<file path="src/rtl/hash_byte_unpacker_pkg.sv">
// Shared SHA-256 sizing constants and the unpacker state encoding.
// The digest sizes are also used by the SHA-256 core and the receive-side packer.
package hash_byte_unpacker_pkg;

    localparam int SHA256_DIGEST_W     = 256;
    localparam int SHA256_DIGEST_BYTES = 32;

    localparam logic [2:0] ST_IDLE_ENC      = 3'd0;
    localparam logic [2:0] ST_SEND_ENC      = 3'd1;
    localparam logic [2:0] ST_WAIT_DONE_ENC = 3'd2;
    localparam logic [2:0] ST_GAP_ENC       = 3'd3;
    localparam logic [2:0] ST_FINISH_ENC    = 3'd4;

    typedef enum logic [2:0] {
        ST_IDLE      = ST_IDLE_ENC,
        ST_SEND      = ST_SEND_ENC,
        ST_WAIT_DONE = ST_WAIT_DONE_ENC,
        ST_GAP       = ST_GAP_ENC,
        ST_FINISH    = ST_FINISH_ENC
    } unpacker_state_e;

endpackage

</file>
<file path="src/rtl/hash_byte_unpacker.sv">
// Unpacks one SHA-256 digest into a big-endian byte stream for the UART
// transmitter, issuing each byte only after the previous one has been sent.
module hash_byte_unpacker
    import hash_byte_unpacker_pkg::*;
#(
    parameter int NUM_BYTES  = SHA256_DIGEST_BYTES,
    parameter int GAP_CYCLES = 0
) (
    input  logic                   clk,
    input  logic                   rst_n,
    input  logic [8*NUM_BYTES-1:0] digest_in,
    input  logic                   digest_valid,
    input  logic                   tx_done,
    output logic                   tx_dv,
    output logic [7:0]             tx_byte,
    output logic                   busy,
    output logic                   done,
    output logic                   overrun
);

    localparam int DW    = 8 * NUM_BYTES;
    localparam int CNT_W = (NUM_BYTES > 1) ? $clog2(NUM_BYTES) : 1;
    // The gap counter only ever holds GAP_CYCLES-1 down to 0.
    localparam int GAP_W = (GAP_CYCLES > 1) ? $clog2(GAP_CYCLES) : 1;

    localparam logic [CNT_W-1:0] LAST_IDX = CNT_W'(NUM_BYTES - 1);
    localparam logic [GAP_W-1:0] GAP_LOAD = GAP_W'((GAP_CYCLES > 0) ? (GAP_CYCLES - 1) : 0);

    unpacker_state_e  state;
    logic [DW-1:0]    shreg;
    logic [CNT_W-1:0] byte_cnt;
    logic [GAP_W-1:0] gap_cnt;

    always_ff @(posedge clk or negedge rst_n) begin
        if (!rst_n) begin
            state    <= ST_IDLE;
            shreg    <= '0;
            byte_cnt <= '0;
            gap_cnt  <= '0;
            tx_dv    <= 1'b0;
            tx_byte  <= 8'h00;
            busy     <= 1'b0;
            done     <= 1'b0;
            overrun  <= 1'b0;
        end else begin
            tx_dv   <= 1'b0;
            done    <= 1'b0;
            // Any digest offered outside IDLE (FINISH included) is dropped and flagged.
            overrun <= digest_valid && (state != ST_IDLE);

            case (state)
                ST_IDLE: begin
                    if (digest_valid) begin
                        shreg    <= digest_in;
                        byte_cnt <= '0;
                        busy     <= 1'b1;
                        state    <= ST_SEND;
                    end
                end

                ST_SEND: begin
                    tx_dv   <= 1'b1;
                    tx_byte <= shreg[DW-1 -: 8];
                    state   <= ST_WAIT_DONE;
                end

                ST_WAIT_DONE: begin
                    if (tx_done) begin
                        if (byte_cnt == LAST_IDX) begin
                            state <= ST_FINISH;
                        end else begin
                            shreg    <= shreg << 8;
                            byte_cnt <= byte_cnt + CNT_W'(1);
                            if (GAP_CYCLES > 0) begin
                                gap_cnt <= GAP_LOAD;
                                state   <= ST_GAP;
                            end else begin
                                state <= ST_SEND;
                            end
                        end
                    end
                end

                ST_GAP: begin
                    if (gap_cnt == '0) begin
                        state <= ST_SEND;
                    end else begin
                        gap_cnt <= gap_cnt - GAP_W'(1);
                    end
                end

                ST_FINISH: begin
                    done  <= 1'b1;
                    busy  <= 1'b0;
                    state <= ST_IDLE;
                end

                default: begin
                    state <= ST_IDLE;
                end
            endcase
        end
    end

endmodule

</file>
<file path="config.mk">
export PLATFORM = sky130hd
export DESIGN_NAME = hash_byte_unpacker
export DESIGN_NICKNAME = d
export VERILOG_FILES = /design/src/rtl/hash_byte_unpacker_pkg.sv /design/src/rtl/hash_byte_unpacker.sv
export SDC_FILE = /design/constraint.sdc
export NUM_CORES = 1
export LEC_CHECK = 0
export ABC_AREA = 0
export CAP_MARGIN = 20
export CORE_ASPECT_RATIO = 1.25
export CORE_MARGIN = 2
export CORE_UTILIZATION = 50
export CTS_CLUSTER_SIZE = 24
export DETAILED_ROUTE_END_ITERATION = 10
export PLACE_DENSITY = 0.79
export SYNTH_ARGS = -nofsm -noshare
export SYNTH_HDL_FRONTEND = slang
export SYNTH_SLANG_ARGS = --single-unit
export TNS_END_PERCENT = 1
</file>
<file path="constraint.sdc">
create_clock -name clk -period 2.7 [get_ports clk]
set_input_delay 0.54 -clock clk [delete_from_list [all_inputs] [get_ports clk]]
set_output_delay 0.54 -clock clk [all_outputs]
set_load 0.05 [all_outputs]
</file>
==> flow_summary.toml, run 1 <==
[outcome]
status = "finished, final reports clean"

[logic_synthesis]
ys_seq_area_share_pct = 51.8
synth_area_per_cell_um2 = 14.8
synth-edff-count = 0
synthArstFlopShare_pct = 100
synth_area_um2 = 13300
syn_inst = 901
yosysUniqueCellTypes = 32
ys_ff_latch = 276
synth.net_count = 1163
yosys_warnings = 0
synthFlopType = "dfrtp_1"

[drt]
drt_drc_violations_left = 0
firstDrtPassIters = 4
routedWlPerCell_um = 18.4
ant_nets = 0
wirelength_um = 28200
vias_per_cell = 5.22
vias = 7985
drtIter0Drc = 238

[critical_path]
crit_type = "reg2reg"
cp-end-kind = "register"
critical-path-max-stage-delay_ps = 410
cp-start-kind = "register"
crit_chain = "ha_1 -> and3_1 -> ha_1 -> nand3b_1 -> a211oi_4 -> buf_12 -> buf_12 -> mux2_1"
reg2reg_depth = 8
crit_fanout = 51
arrival_ps = 2950
cp.required_ps = 3100
slowest_stage = "dfrtp_1"

[timing]
slew_viol_final = 0
fin_skew_ps = 14.2
hold_viol_final = 0
fmax_ghz = 0.393
period_needed_ps = 2550
rsz0062_at_grt = "false"
tns_ps = 0
tightest_slew_ps = 626
relSlewSlack_pct = 58.1
finalWorstSetupSlack_ps = 155
period_share_pct = 94.3
setup_viol = 0

[power]
intPower_mw = 13.4
pwr-share-comb_pct = 39.5
clockPowerShare_pct = 21.6
power_leakage_nw = 7.14
seqPwrFrac_pct = 38.9
peakVddDrop_v = 0.000721
switching_share_pct = 29.3
power_density_nw_per_um2 = 1080
p_switching_mw = 5.54

[die]
die_w_um = 150
ioPinCount = 272
coreArea_um2 = 26100
die_y_um = 187
fp-row-count = 66
start_util_pct = 51.1
die-area_um2 = 28000

[global_route]
antenna_found_initial = 3
use_met3_pct = 5.65
grt_max_degree = 80
gr-usage-met1_pct = 26.6
use_met2_pct = 33.2
grt.total_usage_pct = 20.1
grt_pass1_vias = 8563
grt-busiest-layer = "met2"
grt.overflow.total = 0
grt_first_pass_wirelength_um = 45500

[final_layout]
drive_gt1_share_pct = 40.7
mostFrequentLayoutCells = "mux2_2, dfrtp_1, clkdlybuf4s50_1, mux2_1, clkbuf_16"
stdcell_area_um2 = 17500
nets = 1429
syn_to_final_growth_pct = 31.2
final_common_cell = "mux2_2"

[min_path]
hold_depth = 1
hp-class = "reg2reg"

[place]
place_ws_ps = 144
place_area_um2 = 16500
dpl.hpwl_um = 19700
gp_congestion = 0.762
io_buffers = 271

[run]
maxCapViolations = 0

[cts]
cts_tree = "done"
cts.sink_count = 276
clk_pin_slew_worst_paths_ps = 60
cts_inserted_buffers = 28
insertion_delay_ps = 540
cts_max_level = 1
clockRootBuffer = "clkbuf_16"
cts_buffer_depth = 3
cts_setup_buffers = 0
-- flip-flops by register name (all words and copies together), names as in the netlist --
name / cells
byte_cnt: 5
state: 3
shreg: 256
done: 1
tx_byte: 8
busy: 1
overrun: 1
tx_dv: 1
-- logic make-up after synthesis --
| group | synth area share, % |
|---|---|
| buffers and inverters | 2.93 |
| AND/OR/NAND/NOR | 1.10 |
| AO/OA/AOI/OAI | 0.610 |
| multiplexers | 43.3 |
| adder cells (fa/ha/maj) | 0.188 |
| flip-flops | 51.8 |
-- power groups by stage --
stage / Clock (mW) / Sequential [mW] / Combinational, mW
global placement: 0 / 7.33 / 7.36
global route: 4.37 / 7.61 / 8.13
CTS: 4.19 / 7.36 / 7.59
detailed placement: 0 / 7.42 / 7.55
floorplan: 0 / 7.24 / 5.78
finish: 4.08 / 7.35 / 7.47
-- synthesized netlist by cell type (all sizes together) (2+ instances only) --
master | number | share of area [%]
a211o | 2 | 0.13
a21oi | 2 | 0.075
a31oi | 2 | 0.094
and3 | 3 | 0.14
buf | 54 | 2.3
clkbuf | 6 | 0.31
dfrtp | 276 | 52
ha | 2 | 0.19
inv | 10 | 0.28
mux2 | 504 | 43
mux2i | 10 | 0.75
nand2 | 11 | 0.31
nand2b | 3 | 0.14
nor2 | 2 | 0.056
nor3b | 2 | 0.11
-- path summary, 6_finish.rpt --
| check | start | to | slack (ps) |
|---|---|---|---|
| min in group asynchronous | rst_n | shreg[97]$_DFFE_PN0P_ | 530 |
| max in group asynchronous | rst_n | shreg[6]$_DFFE_PN0P_ | 1350 |
| max | byte_cnt[0]$_DFFE_PN0P_ | shreg[66]$_DFFE_PN0P_ | 150 |
| max reg2reg | byte_cnt[0]$_DFFE_PN0P_ | shreg[66]$_DFFE_PN0P_ | 150 |
| min reg2reg | shreg[96]$_DFFE_PN0P_ | shreg[96]$_DFFE_PN0P_ | 480 |
| min | shreg[96]$_DFFE_PN0P_ | shreg[96]$_DFFE_PN0P_ | 480 |
-- layer usage --
metal | vias up | routed length [um] | share of wire [%]
li1 | 3769 | - | -
met1 | 3961 | 12100 | 43
met2 | 210 | 13500 | 48
met3 | 41 | 2020 | 7.2
met4 | 4 | 463 | 1.6
met5 | - | 21 | 0.075
-- metrics by stage --
step           power (mW)  util (%)  hold slack (ps)  std cells
4_1_cts              19.1      67.0              484       1528
2_1_floorplan        13.0         -              244        901
3_5_place_dp         15.0      63.1              470       1476
6_report             18.9      67.0              478       1529
3_3_place_gp         14.7      63.1              461       1476
5_1_grt              20.1      67.0              497       1529
-- cell type report --
type                       count  area [um^2]
fill                        1991         8610
sequential                   276         6910
multi-input combinational    555         6050
timing repair buffer         296         3070
clock buffer                  45          916
tap                          340          425
clock inverter                 6         80.1
inverter                      10         37.5
antenna                        1         2.50
-- worst max-delay path, delay by kind of cell (launching register included) --
| kind | cells | cell delay (ps) |
|---|---|---|
| fa+ha+maj | 2 | 440 |
| mux | 1 | 370 |
| flops | 1 | 410 |
| simple gates | 2 | 430 |
| compound gates | 1 | 290 |
| buf+inv | 2 | 470 |
-- what timing repair did --
| item | 4_1_cts | 5_1_grt |
|---|---|---|
| resized for setup | 0 | 0 |
| endpoints found under the setup margin | 0 | 0 |
| endpoints found under the hold margin | 53 | 0 |
| hold buffers | 1 | 0 |
(Power assumes the default switching activity.)
==> run 2, diff against run 1 <==
- CORE_MARGIN: 2 -> default
==> run 2 against run 1 <==
  * Critical path type unchanged
  * Combinational power is 0.8% higher
  * Highest routed layer is now met4
  * Register-to-register slack worse by 30 ps
  * Sequential share of layout area about the same
  * Total power shrank 0.70%
  * Largest cell class unchanged
  * Non-clock buffer count down 2
  * Cell count shrank 0.13%
  * Core utilization hardly changed
  * Setup slack got worse by 28 ps
==> flow_summary.toml, run 2 (synthesis gave the netlist of run 1 again) <==
[global_route]
antenna_found_initial = 1
grt.overflow.total = 0
grt_max_degree = 82
grt.total_usage_pct = 20.7
grt_pass1_vias = 8684
grt_first_pass_wirelength_um = 45000

[place]
gp_congestion = 0.761
place_area_um2 = 16500
io_buffers = 271
dpl.hpwl_um = 19300
dp_cells = 1475

[timing]
fin_skew_ps = 9.67
period_needed_ps = 2570
fmax_ghz = 0.389
tns_ps = 0
period_share_pct = 95.3
rsz0062_at_grt = "false"
setup_viol = 0
slew_viol_final = 0
relSlewSlack_pct = 54.9
tightest_slew_ps = 677
hold_viol_final = 0

[outcome]
status = "finished, final reports clean"

[cts]
cts_setup_buffers = 0
cts_inserted_buffers = 28
clockRootBuffer = "clkbuf_16"
insertion_delay_ps = 530
hold_buffers = 0
cts_max_level = 1
cts_buffer_depth = 3
cts.sink_count = 276
cts_resized = 0
clk_pin_slew_worst_paths_ps = 60
cts_tree = "done"

[critical_path]
cp-end-kind = "register"
cp.required_ps = 3110
path_buf_inv = 2
crit_fanout = 43
slowest_stage = "dfrtp_1"
cp-start-kind = "register"
crit_type = "reg2reg"
path_delay_family = "buffers and inverters"
critical-path-max-stage-delay_ps = 410
crit_chain = "ha_2 -> and3_1 -> ha_1 -> nand3b_1 -> a211oi_4 -> buf_12 -> buf_16 -> mux2_2"
arrival_ps = 2980

[final_layout]
syn_to_final_growth_pct = 31.2
finalNonFillerCells = 1527
mostFrequentLayoutCells = "mux2_2, dfrtp_1, clkdlybuf4s50_1, mux2_1, clkbuf_16"
nets = 1427
fin_util_pct = 67.0
drive_gt1_share_pct = 40.6
final_common_cell = "mux2_2"
stdcell_area_um2 = 17500
largest_reg_flops = 256
top_register = "shreg"
reg_top3 = "shreg: 256 flops, tx_byte: 8 flops, byte_cnt: 5 flops"

[power]
power_density_nw_per_um2 = 1070
peakVddDrop_v = 0.000740
power_leakage_nw = 7.11
power_mw = 18.8

[drt]
wirelength_um = 27700
vias_per_cell = 5.15
drt_drc_violations_left = 0
routedWlPerCell_um = 18.1
vias = 7864
drtIter0Drc = 181
ant_nets = 0
firstDrtPassIters = 4

[die]
die_w_um = 148
start_util_pct = 51.1
die-area_um2 = 27300
coreArea_um2 = 26100
fp-row-count = 66
ioPinCount = 272
die_y_um = 185

[run]
maxCapViolations = 0

[min_path]
hp-class = "in2async"
-- run 2: power breakdown --
| group | switching [mW] | total [mW] | internal, mW |
|---|---|---|---|
| registers | 1.06 | 7.35 | 6.29 |
| logic | 2.90 | 7.53 | 4.64 |
| clock network | 1.60 | 3.89 | 2.29 |
| total | 5.55 | 18.8 | 13.2 |
-- run 2: area by class of cell --
type                            count  area, um^2
Antenna cell                        1        2.50
Multi-Input combinational cell    555        6050
Clock inverter                     12         119
Inverter                           10        37.5
Fill cell                        1962        8620
Timing Repair Buffer              294        3130
Tap cell                          340         425
Sequential cell                   276        6910
Clock buffer                       39         813
-- run 2: per-stage QoR --
step	hold slack (ps)	setup WS [ps]
floorplan	244	351
global placement	462	182
detailed placement	468	87.0
CTS	27.6	64.4
global route	53.2	14.6
finish	13.8	127
-- run 2: path summary, 6_finish.rpt --
kind | slack, ps | start | cells past startpoint | endpoint
max | 130 | byte_cnt[0]$_DFFE_PN0P_ | 8 | shreg[232]$_DFFE_PN0P_
min | 10 | rst_n | 1 | shreg[246]$_DFFE_PN0P_
max reg2reg | 130 | byte_cnt[0]$_DFFE_PN0P_ | 8 | shreg[232]$_DFFE_PN0P_
min reg2reg | 480 | shreg[29]$_DFFE_PN0P_ | 1 | shreg[29]$_DFFE_PN0P_
max in group asynchronous | 1880 | rst_n | 2 | shreg[122]$_DFFE_PN0P_
min in group clk | 480 | shreg[29]$_DFFE_PN0P_ | 1 | shreg[29]$_DFFE_PN0P_
-- run 2: routing by layer --
metal  GRT usage (%)  part of all wire (%)
met1            26.5                    43
met2            34.9                    48
met3            5.50                   7.0
met4            4.49                   1.6
met5               0                     0
